<file path="src/rtl/hazard_unit_pkg.sv">
// Shared types, encodings and helpers for the MIPS hazard unit.
// No logic of its own; imported by the interface, comparator and top.
package hazard_unit_pkg;

  localparam int REG_AW = 5;
  localparam int TW     = 2;

  typedef logic [REG_AW-1:0] reg_t;
  typedef logic [TW-1:0]     tw_t;

  localparam tw_t T_USE_NONE = 2'b11;
  localparam tw_t T_NEW_JAL  = 2'd1;
  localparam tw_t T_NEW_ALU  = 2'd2;
  localparam tw_t T_NEW_LOAD = 2'd3;

  typedef enum logic [1:0] {
    FWD_RF = 2'd0,
    FWD_E  = 2'd1,
    FWD_M  = 2'd2,
    FWD_W  = 2'd3
  } fwd_e;

  typedef struct packed {
    reg_t rs;
    reg_t rt;
    reg_t dst;
    logic we;
    tw_t  tnew;
  } e_stage_t;

  typedef struct packed {
    reg_t rt;
    reg_t dst;
    logic we;
    tw_t  tnew;
  } m_stage_t;

  typedef struct packed {
    reg_t dst;
    logic we;
  } w_stage_t;

  function automatic tw_t sat_dec(input tw_t t);
    return (t == '0) ? '0 : t - tw_t'(1);
  endfunction

  // A stage that does not write a GPR (or writes $0) records dst 0 so it never matches.
  function automatic reg_t keep_dst(input logic we, input reg_t dst);
    return we ? dst : '0;
  endfunction

endpackage

</file>
<file path="src/rtl/hazard_unit_if.sv">
// D-stage hazard annotations in, stall and forwarding selects out.
// Pure wiring; the pipeline (master) holds D whenever stall is high.
interface hazard_unit_if;
  import hazard_unit_pkg::*;

  reg_t rs_d;
  reg_t rt_d;
  tw_t  t_use_rs_d;
  tw_t  t_use_rt_d;
  tw_t  t_new_d;
  logic reg_write_d;
  reg_t dst_d;

  logic stall;
  fwd_e fwd_rs_d;
  fwd_e fwd_rt_d;
  fwd_e fwd_rs_e;
  fwd_e fwd_rt_e;
  fwd_e fwd_rt_m;

  modport master (
    output rs_d, rt_d, t_use_rs_d, t_use_rt_d, t_new_d, reg_write_d, dst_d,
    input  stall, fwd_rs_d, fwd_rt_d, fwd_rs_e, fwd_rt_e, fwd_rt_m
  );

  modport slave (
    input  rs_d, rt_d, t_use_rs_d, t_use_rt_d, t_new_d, reg_write_d, dst_d,
    output stall, fwd_rs_d, fwd_rt_d, fwd_rs_e, fwd_rt_e, fwd_rt_m
  );

endinterface

</file>
<file path="src/rtl/hazard_unit_cmp.sv">
// Matches one D-stage source (reg, t_use) against one in-flight stage (dst, we, tnew).
// Combinational, zero latency; no handshake.
module hazard_cmp
  import hazard_unit_pkg::*;
(
  input  reg_t src,
  input  tw_t  t_use,
  input  reg_t dst,
  input  logic we,
  input  tw_t  tnew,
  output logic stall_hit,
  output logic fwd_ok
);

  logic match;

  assign match     = (src != '0) && we && (src == dst);
  assign stall_hit = match && (t_use != T_USE_NONE) && (tnew > t_use);
  assign fwd_ok    = match && (tnew == '0);

endmodule

</file>
<file path="src/rtl/hazard_unit.sv">
// Tracks in-flight dst/T_new through E, M, W; drives stall and forwarding selects.
// Stall/forward are combinational from D inputs and state; stall holds D and bubbles E.
module hazard_unit
  import hazard_unit_pkg::*;
(
  input  logic          clk,
  input  logic          reset_n,
  hazard_unit_if.slave  hz
);

  e_stage_t e_q;
  m_stage_t m_q;
  w_stage_t w_q;

  logic rs_e_stall, rs_e_fwd, rs_m_stall, rs_m_fwd;
  logic rt_e_stall, rt_e_fwd, rt_m_stall, rt_m_fwd;
  logic rs_w_fwd, rt_w_fwd;

  hazard_cmp u_rs_e (.src(hz.rs_d), .t_use(hz.t_use_rs_d), .dst(e_q.dst), .we(e_q.we),
                     .tnew(e_q.tnew), .stall_hit(rs_e_stall), .fwd_ok(rs_e_fwd));
  hazard_cmp u_rs_m (.src(hz.rs_d), .t_use(hz.t_use_rs_d), .dst(m_q.dst), .we(m_q.we),
                     .tnew(m_q.tnew), .stall_hit(rs_m_stall), .fwd_ok(rs_m_fwd));
  hazard_cmp u_rt_e (.src(hz.rt_d), .t_use(hz.t_use_rt_d), .dst(e_q.dst), .we(e_q.we),
                     .tnew(e_q.tnew), .stall_hit(rt_e_stall), .fwd_ok(rt_e_fwd));
  hazard_cmp u_rt_m (.src(hz.rt_d), .t_use(hz.t_use_rt_d), .dst(m_q.dst), .we(m_q.we),
                     .tnew(m_q.tnew), .stall_hit(rt_m_stall), .fwd_ok(rt_m_fwd));

  // W results are always ready, and the regfile does not bypass, so W->D is required.
  assign rs_w_fwd = (hz.rs_d != '0) && w_q.we && (hz.rs_d == w_q.dst);
  assign rt_w_fwd = (hz.rt_d != '0) && w_q.we && (hz.rt_d == w_q.dst);

  assign hz.stall = rs_e_stall | rs_m_stall | rt_e_stall | rt_m_stall;

  always_comb begin
    hz.fwd_rs_d = rs_e_fwd ? FWD_E : rs_m_fwd ? FWD_M : rs_w_fwd ? FWD_W : FWD_RF;
    hz.fwd_rt_d = rt_e_fwd ? FWD_E : rt_m_fwd ? FWD_M : rt_w_fwd ? FWD_W : FWD_RF;

    hz.fwd_rs_e = FWD_RF;
    if (e_q.rs != '0 && m_q.we && e_q.rs == m_q.dst && m_q.tnew == '0)
      hz.fwd_rs_e = FWD_M;
    else if (e_q.rs != '0 && w_q.we && e_q.rs == w_q.dst)
      hz.fwd_rs_e = FWD_W;

    hz.fwd_rt_e = FWD_RF;
    if (e_q.rt != '0 && m_q.we && e_q.rt == m_q.dst && m_q.tnew == '0)
      hz.fwd_rt_e = FWD_M;
    else if (e_q.rt != '0 && w_q.we && e_q.rt == w_q.dst)
      hz.fwd_rt_e = FWD_W;

    hz.fwd_rt_m = (m_q.rt != '0 && w_q.we && m_q.rt == w_q.dst) ? FWD_W : FWD_RF;
  end

  always_ff @(posedge clk or negedge reset_n) begin
    if (!reset_n) begin
      e_q <= '0;
      m_q <= '0;
      w_q <= '0;
    end else begin
      if (hz.stall) begin
        e_q <= '0;
      end else begin
        e_q.rs   <= hz.rs_d;
        e_q.rt   <= hz.rt_d;
        e_q.dst  <= keep_dst(hz.reg_write_d, hz.dst_d);
        e_q.we   <= hz.reg_write_d && (hz.dst_d != '0);
        e_q.tnew <= sat_dec(hz.t_new_d);
      end
      m_q.rt   <= e_q.rt;
      m_q.dst  <= e_q.dst;
      m_q.we   <= e_q.we;
      m_q.tnew <= sat_dec(e_q.tnew);
      w_q.dst  <= m_q.dst;
      w_q.we   <= m_q.we;
    end
  end

endmodule

</file>
<file path="src/flat_wrapper.sv">
// flat-port wrapper written by rule: the top's interface ports become plain ports
module hazard_unit_flat import hazard_unit_pkg::*;
  (clk, reset_n, hz_rs_d, hz_rt_d, hz_t_use_rs_d, hz_t_use_rt_d, hz_t_new_d, hz_reg_write_d, hz_dst_d, hz_stall, hz_fwd_rs_d, hz_fwd_rt_d, hz_fwd_rs_e, hz_fwd_rt_e, hz_fwd_rt_m);
  hazard_unit_if hz_i ();
  input  logic clk;
  input  logic reset_n;
  input wire logic [$bits(hz_i.rs_d)-1:0] hz_rs_d;
  input wire logic [$bits(hz_i.rt_d)-1:0] hz_rt_d;
  input wire logic [$bits(hz_i.t_use_rs_d)-1:0] hz_t_use_rs_d;
  input wire logic [$bits(hz_i.t_use_rt_d)-1:0] hz_t_use_rt_d;
  input wire logic [$bits(hz_i.t_new_d)-1:0] hz_t_new_d;
  input wire logic [$bits(hz_i.reg_write_d)-1:0] hz_reg_write_d;
  input wire logic [$bits(hz_i.dst_d)-1:0] hz_dst_d;
  output wire logic [$bits(hz_i.stall)-1:0] hz_stall;
  output wire logic [$bits(hz_i.fwd_rs_d)-1:0] hz_fwd_rs_d;
  output wire logic [$bits(hz_i.fwd_rt_d)-1:0] hz_fwd_rt_d;
  output wire logic [$bits(hz_i.fwd_rs_e)-1:0] hz_fwd_rs_e;
  output wire logic [$bits(hz_i.fwd_rt_e)-1:0] hz_fwd_rt_e;
  output wire logic [$bits(hz_i.fwd_rt_m)-1:0] hz_fwd_rt_m;
  assign hz_i.rs_d = hz_rs_d;
  assign hz_i.rt_d = hz_rt_d;
  assign hz_i.t_use_rs_d = hz_t_use_rs_d;
  assign hz_i.t_use_rt_d = hz_t_use_rt_d;
  assign hz_i.t_new_d = hz_t_new_d;
  assign hz_i.reg_write_d = hz_reg_write_d;
  assign hz_i.dst_d = hz_dst_d;
  assign hz_stall = hz_i.stall;
  assign hz_fwd_rs_d = hz_i.fwd_rs_d;
  assign hz_fwd_rt_d = hz_i.fwd_rt_d;
  assign hz_fwd_rs_e = hz_i.fwd_rs_e;
  assign hz_fwd_rt_e = hz_i.fwd_rt_e;
  assign hz_fwd_rt_m = hz_i.fwd_rt_m;
  hazard_unit u_core (.clk(clk), .reset_n(reset_n), .hz(hz_i));
endmodule
</file>
<file path="config.mk">
export PLATFORM = sky130hd
export DESIGN_NAME = hazard_unit_flat
export DESIGN_NICKNAME = d
export VERILOG_FILES = /design/src/rtl/hazard_unit_pkg.sv /design/src/rtl/hazard_unit_if.sv /design/src/rtl/hazard_unit_cmp.sv /design/src/rtl/hazard_unit.sv /design/src/flat_wrapper.sv
export SDC_FILE = /design/constraint.sdc
export NUM_CORES = 1
export LEC_CHECK = 0
export BUFFER_PORTS_ARGS = -buffer_cell sky130_fd_sc_hd__buf_2
export CAP_MARGIN = 30
export CORE_MARGIN = 5
export CORE_UTILIZATION = 56
export CTS_CLUSTER_SIZE = 20
export DETAILED_ROUTE_END_ITERATION = 10
export GPL_TIMING_DRIVEN = 0
export MAX_ROUTING_LAYER = met4
export PLACE_DENSITY = 0.87
export RECOVER_POWER = 25
export SLEW_MARGIN = 25
export SYNTH_ARGS = -nofsm -noshare
export SYNTH_HDL_FRONTEND = slang
export SYNTH_HIERARCHICAL = 1
export SYNTH_SLANG_ARGS = --single-unit
export TNS_END_PERCENT = 50
</file>
<file path="constraint.sdc">
create_clock -name clk -period 6.3 [get_ports clk]
set_input_delay 1.26 -clock clk [delete_from_list [all_inputs] [get_ports clk]]
set_output_delay 1.26 -clock clk [all_outputs]
set_load 0.05 [all_outputs]
</file>
==> results of run 1 <==
cell usage in the layout (no fill, tap or decap), types with 2 or more instances in the layout:
cell       Yosys  layout
nor2_4         2       2
a22oi_1        4       4
buf_2          5      38
inv_1         11      11
dfrtp_1       37      37
nor3_1         7       7
o21bai_1       2       2
ha_1           8       8
a21oi_2        4       4
a21oi_1        4       4
or2_1          2       2
nor4b_1        4       4
or4_4          2       2
o21ai_0        4       4
o2111ai_1      2       2
nand3_1        5       5
or4_1          4       4
nor2b_1        7       7
nor4_1        11      11
clkbuf_8       0       6
and2_1        17      16
nand4_1        4       4
and3_1         6       6
nand2_1        6       6
nor2_1        11      11
xor2_1        17      17
xnor2_1       31      31
worst paths after layout:
path / start / to / slack, ns
worst max-delay path: hz_rt_d[0] / hz_stall / 1.50
worst min-delay path: u_core/e_q[2]$_DFF_PN0_ / u_core/m_q[2]$_DFF_PN0_ / 0.41
worst max register to register: u_core/m_q[1]$_DFF_PN0_ / u_core/e_q[2]$_DFF_PN0_ / 3.78
worst min register to register: u_core/e_q[2]$_DFF_PN0_ / u_core/m_q[2]$_DFF_PN0_ / 0.41
max in group asynchronous: reset_n / u_core/m_q[1]$_DFF_PN0_ / 3.70
min in group asynchronous: reset_n / u_core/e_q[14]$_DFF_PN0_ / 1.49
power groups by stage:
stage | clock (mW) | sequential [mW] | combinational, mW
2_1_floorplan | 0 | 0.267 | 0.0654
3_3_place_gp | 0 | 0.272 | 0.0925
3_5_place_dp | 0 | 0.272 | 0.0975
4_1_cts | 0.174 | 0.268 | 0.0980
5_1_grt | 0.185 | 0.270 | 0.109
6_report | 0.171 | 0.268 | 0.0983
cells by family (layout without fill, tap and decap cells):
group / count (synthesis) / in the layout / share of synthesized area
AOI/OAI and AO/OA: 20 / 20 / 0.0620
and+or+nand+nor: 90 / 90 / 0.251
adders and majority gates: 8 / 8 / 0.0451
DFF: 37 / 37 / 0.417
buffers and inverters: 18 / 60 / 0.0350
xor gates and xnor gates: 48 / 48 / 0.190
worst register-to-register path, stage by stage, from the launching register on:
cell	delay [ns]
dfrtp_1	0.44
ha_1	0.31
nor2b_1	0.13
o21ai_0	0.16
nor4_1	0.11
nor4_4	0.54
buf_1	0.45
nand2_1	0.12
a21oi_1	0.18
per-layer routing:
metal,global-route usage,part of all wire
met1,0.239,0.39
met2,0.362,0.53
met3,0.0482,0.062
met4,0.0943,0.021
met5,-,0
flip-flops by register name, indices dropped and copies added (netlist names):
name / cells
u_core/e_q: 18
u_core/m_q: 13
u_core/w_q: 6
through the flow:
stage               cells  hold slack, ns  area, sq um
floorplan             221           0.374         2220
global placement      303           0.386         2450
detailed placement    303           0.389         2450
CTS                   311           0.418         2540
global route          311           0.420         2540
finish                311           0.410         2540
area by class of cell:
type,instances,area share
Multi-Input combinational cell,166,0.478
Clock buffer,6,0.0325
Timing Repair Buffer,34,0.0664
Inverter,11,0.0162
Clock inverter,2,0.00541
Sequential cell,37,0.364
Buffer,7,0.0143
Tap cell,48,0.0236
==> results.cfg, run 1 <==
[route]
via_per_inst = 5.71
wl_per_cell_um = 16.2
final_antenna_net_count = 0
vias = 1777
drtPass1Iterations = 4
drc_errors = 0
drt_wl_total_um = 5020
drt_iter0_drc = 125

[critical_path]
cp_max_fo = 10
cp_top_family = simple AND/OR/NAND/NOR gates
cpPeakStageDelay_ns = 0.55
arrival_ns = 3.54
crit_buf_inv = 4
path_cells = buf_2 -> or4_1 -> a21oi_2 -> nor4_1 -> nor4_4 -> buf_1 -> inv_1 -> buf_2
required_ns = 5.04
reg2reg_depth = 8
slowest_stage = or4_1
critPathLaunchType = primary input
crit_top_cell = buf_2
cp-end-kind = output port
path_class = in2out
cp.depth = 8

[pwr]
switchingPower_mw = 0.154
swShare = 0.287
pwr-share-comb = 0.183
p_leak_nw = 1.15
p_total_mw = 0.537
pwr_density_cell_nw_per_um2 = 211
internal-power_mw = 0.383
p_seq_frac = 0.498
ir_drop_mv = 0.155
power_frac_clock = 0.319

[clock_network]
cts_buffers = 5
cts-htree-levels = 2
cts_tree = yes
path_clk_slew_ns = 0.06
cts_setup_buffers = 0
clkLatencyLatePin_ns = 0.29
cts_buffer_depth = 2
cts.sinks = 37
ctsRootBufferMaster = clkbuf_8
cts_resized = 0
cts_hold_buf = 0

[floorplan]
die_w_um = 72.9
die_y_um = 72.9
rows = 22
dieArea_sq_um = 5320
initial_core_util = 0.593
core_area_sq_um = 3740
io_pins = 35

[timing]
relSlewSlack = -0.277
setup_viol = 0
skew_ns = 0.00869
layout_setup_ws_ns = 1.50
period_needed_ns = 4.80
maxSlewViolCount = 38
tightest_slew_ns = 1.92
tns_ns = 0
hold_viol = 0
period_share = 0.762
max_freq_mhz = 208
rsz0062_at_grt = no

[place]
preCtsSetupSlack_ns = 1.53
gp_congestion = 0.795
io_buffers = 34
hpwl_um = 3730

[grt]
grt_max_degree = 38
grt_pass1_vias = 1814
grt_pass1_wl_um = 8320
antenna_found_initial = 0
overflow = 0
grt.total_usage = 0.213

[synth]
netlist_area_sq_um = 2220
avgSynthCellArea_sq_um = 10.0
synth_ff_type = dfrtp_1
yosysMostFrequentCell = dfrtp_1
synth_top_cell_by_area = dfrtp_1
synthTopCellsByCount = dfrtp_1 (37), xnor2_1 (31), and2_1 (17), xor2_1 (17)
ys_seq_area_frac = 0.417
synth_seq_cells = 37
yosys.area.top_type_share = 0.417
async_flop_share = 1.00
synth_fp_nets = 253
synthCells = 221
ys_top_cells_by_area = dfrtp_1 (42%), xnor2_1 (12%), xor2_1 (6.7%)
synth-edff-count = 0
yosys.cell_types.count = 30
yosysWarnings = 6

[run]
maxCapViolCount = 1

[finish]
multi_input_area_sq_um = 1210
syn_to_final_growth_pct = 14.7
utilization = 0.679
drive_gt1_frac = 0.213
fillers = 304
regArea_sq_um = 926
nNetsFinal = 294
insertedDiodeCount = 0

[run_status]
violations = capacitance limit, slew limit
outcome = complete, but fails checks

[hold_path]
whs_path_depth = 0
hp-class = reg2reg
Note: power is estimated with default switching activity, not from simulation.
==> run 2, diff against run 1 <==
- CORE_UTILIZATION: 56 -> 51
- PLACE_DENSITY: 0.87 -> 0.84
- clock period: 6.3 -> 4 ns (I/O delays scaled with it)
==> run 2 against run 1 <==
  * The run still ends with capacitance limit, slew limit left
  * Core utilization down 8.9 points
  * Register-to-register slack worse by 2.3 ns
  * Die area is 8.4% higher
  * Clock-buffer cell count stayed put
  * Worst hold slack improved by 0.0067 ns
  * Combinational power increased by 56%
  * Sequential power up 57%
  * Power rose by 53%
  * Cell area down 0.34%
  * Routed wire length down 0.56%
  * Clock skew is 0.0023 ns lower
  * Critical path type unchanged
  * Critical endpoint unchanged
  * Highest routed layer unchanged
==> results.cfg, run 2 (synthesized netlist as in run 1, its figures left out) <==
[route]
dr_wl_met2_um = 2620
wl_per_cell_um = 15.9
route.layer.met1.wl_um = 2040
final_antenna_net_count = 0
via_per_inst = 5.57
drc_errors = 0
drt_wl_total_um = 5000
dr_wl_met3_um = 289
vias = 1754
drtPass1Iterations = 4
top_layer = met4
drt_iter0_drc = 102

[floorplan]
initial_core_util = 0.517
rows = 24
dieArea_sq_um = 5770
die_y_um = 76.0
die_w_um = 76.0
core_area_sq_um = 4290
io_pins = 35

[timing]
tightest_slew_ns = 1.95
maxSlewViolCount = 38
period_needed_ns = 3.84
rsz0062_at_grt = no
period_share = 0.959
relSlewSlack = -0.299
setup_viol = 0
tns_ns = 0
max_freq_mhz = 261
hold_viol = 0
skew_ns = 0.00637

[pwr]
ir_drop_mv = 0.300
p_leak_nw = 1.15
pwr_density_cell_nw_per_um2 = 325

[finish]
drive_gt1_frac = 0.209
final_cell_mix = buf_2 (38), dfrtp_1 (37), xnor2_1 (31)
syn_to_final_growth_pct = 14.3
utilization = 0.590
nNetsFinal = 294
top_register = u_core/e_q
final_common_cell = buf_2
top_regs = u_core/e_q (18), u_core/m_q (13), u_core/w_q (6)
insertedDiodeCount = 0
largest_reg_flops = 18

[place]
io_buffers = 34
hpwl_um = 3740
gp_congestion = 0.838

[critical_path]
required_ns = 3.20
crit_top_cell = buf_2
path_cells = buf_2 -> or4_1 -> a21oi_2 -> nor4_1 -> nor4_4 -> buf_1 -> inv_1 -> buf_2
path_class = in2out
cpPeakStageDelay_ns = 0.55
arrival_ns = 3.04
critPathLaunchType = primary input
slowest_stage = nor4_4
cp-end-kind = output port
cp_max_fo = 10
r2r-start = u_core/m_q[1]$_DFF_PN0_
cp-startpoint = hz_rt_d[0]

[hold_path]
hp-class = reg2reg
min_from = u_core/e_q[2]$_DFF_PN0_

[grt]
antenna_found_initial = 0
overflow = 0
grt.total_usage = 0.185
grt_max_degree = 38
grt_pass1_wl_um = 8500
grt_pass1_vias = 1844

[clock_network]
clkLatencyLatePin_ns = 0.29
path_clk_slew_ns = 0.07
cts_buffer_depth = 2
cts_setup_buffers = 0
ctsRootBufferMaster = clkbuf_8
cts-htree-levels = 2
cts_resized = 0
cts_hold_buf = 0
cts_buffers = 5
cts_tree = yes
cts.sinks = 37

[run_status]
violations = capacitance limit, slew limit
outcome = complete, but fails checks

[run]
maxCapViolCount = 1
run 2: area by class of cell:
| type | instances | area, sq um |
|---|---|---|
| flip-flops and latches | 37 | 926 |
| clock inverters | 2 | 10.0 |
| fillers | 405 | 1760 |
| plain buffers | 7 | 36.3 |
| multi-input cells | 166 | 1210 |
| inverters | 11 | 41.3 |
| clock buffers | 6 | 72.6 |
| repair buffers | 34 | 169 |
| well taps | 52 | 65.1 |
run 2: through the flow:
stage | hold WS [ns] | cells | area [sq um] | setup slack [ns] | total power, mW
floorplan | 0.374 | 221 | 2220 | 0.757 | 0.524
global placement | 0.387 | 307 | 2450 | 0.204 | 0.574
detailed placement | 0.394 | 307 | 2450 | 0.181 | 0.582
CTS | 0.410 | 315 | 2540 | 0.183 | 0.831
global route | 0.430 | 315 | 2530 | 0.0386 | 0.867
finish | 0.417 | 315 | 2530 | 0.163 | 0.825
run 2: routing by layer:
layer  vias up  GRT usage
li1        847          -
met5         -          -
met3         7     0.0355
met4         0     0.0641
met1       848      0.222
met2        52      0.310
run 2: worst max-delay path: cells and delay by family:
| kind | cells | cell delay (ns) |
|---|---|---|
| simple gates | 3 | 1.19 |
| buf+inv | 4 | 0.87 |
| compound gates | 1 | 0.17 |
run 2: path summary, 6_finish.rpt:
kind | end | slack, ns | depth (start not counted)
hold / removal | u_core/m_q[2]$_DFF_PN0_ | 0.42 | 0
max in group asynchronous | u_core/e_q[7]$_DFF_PN0_ | 1.83 | 1
hold reg to reg | u_core/m_q[2]$_DFF_PN0_ | 0.42 | 0
min in group asynchronous | u_core/w_q[5]$_DFF_PN0_ | 1.05 | 1
setup reg to reg | u_core/e_q[2]$_DFF_PN0_ | 1.45 | 8
setup / recovery | hz_stall | 0.16 | 8
run 2: power breakdown:
group | internal [mW] | switching [mW] | total, mW
Clock | 0.121 | 0.129 | 0.250
Combinational | 0.0688 | 0.0838 | 0.153
Sequential | 0.395 | 0.0271 | 0.422
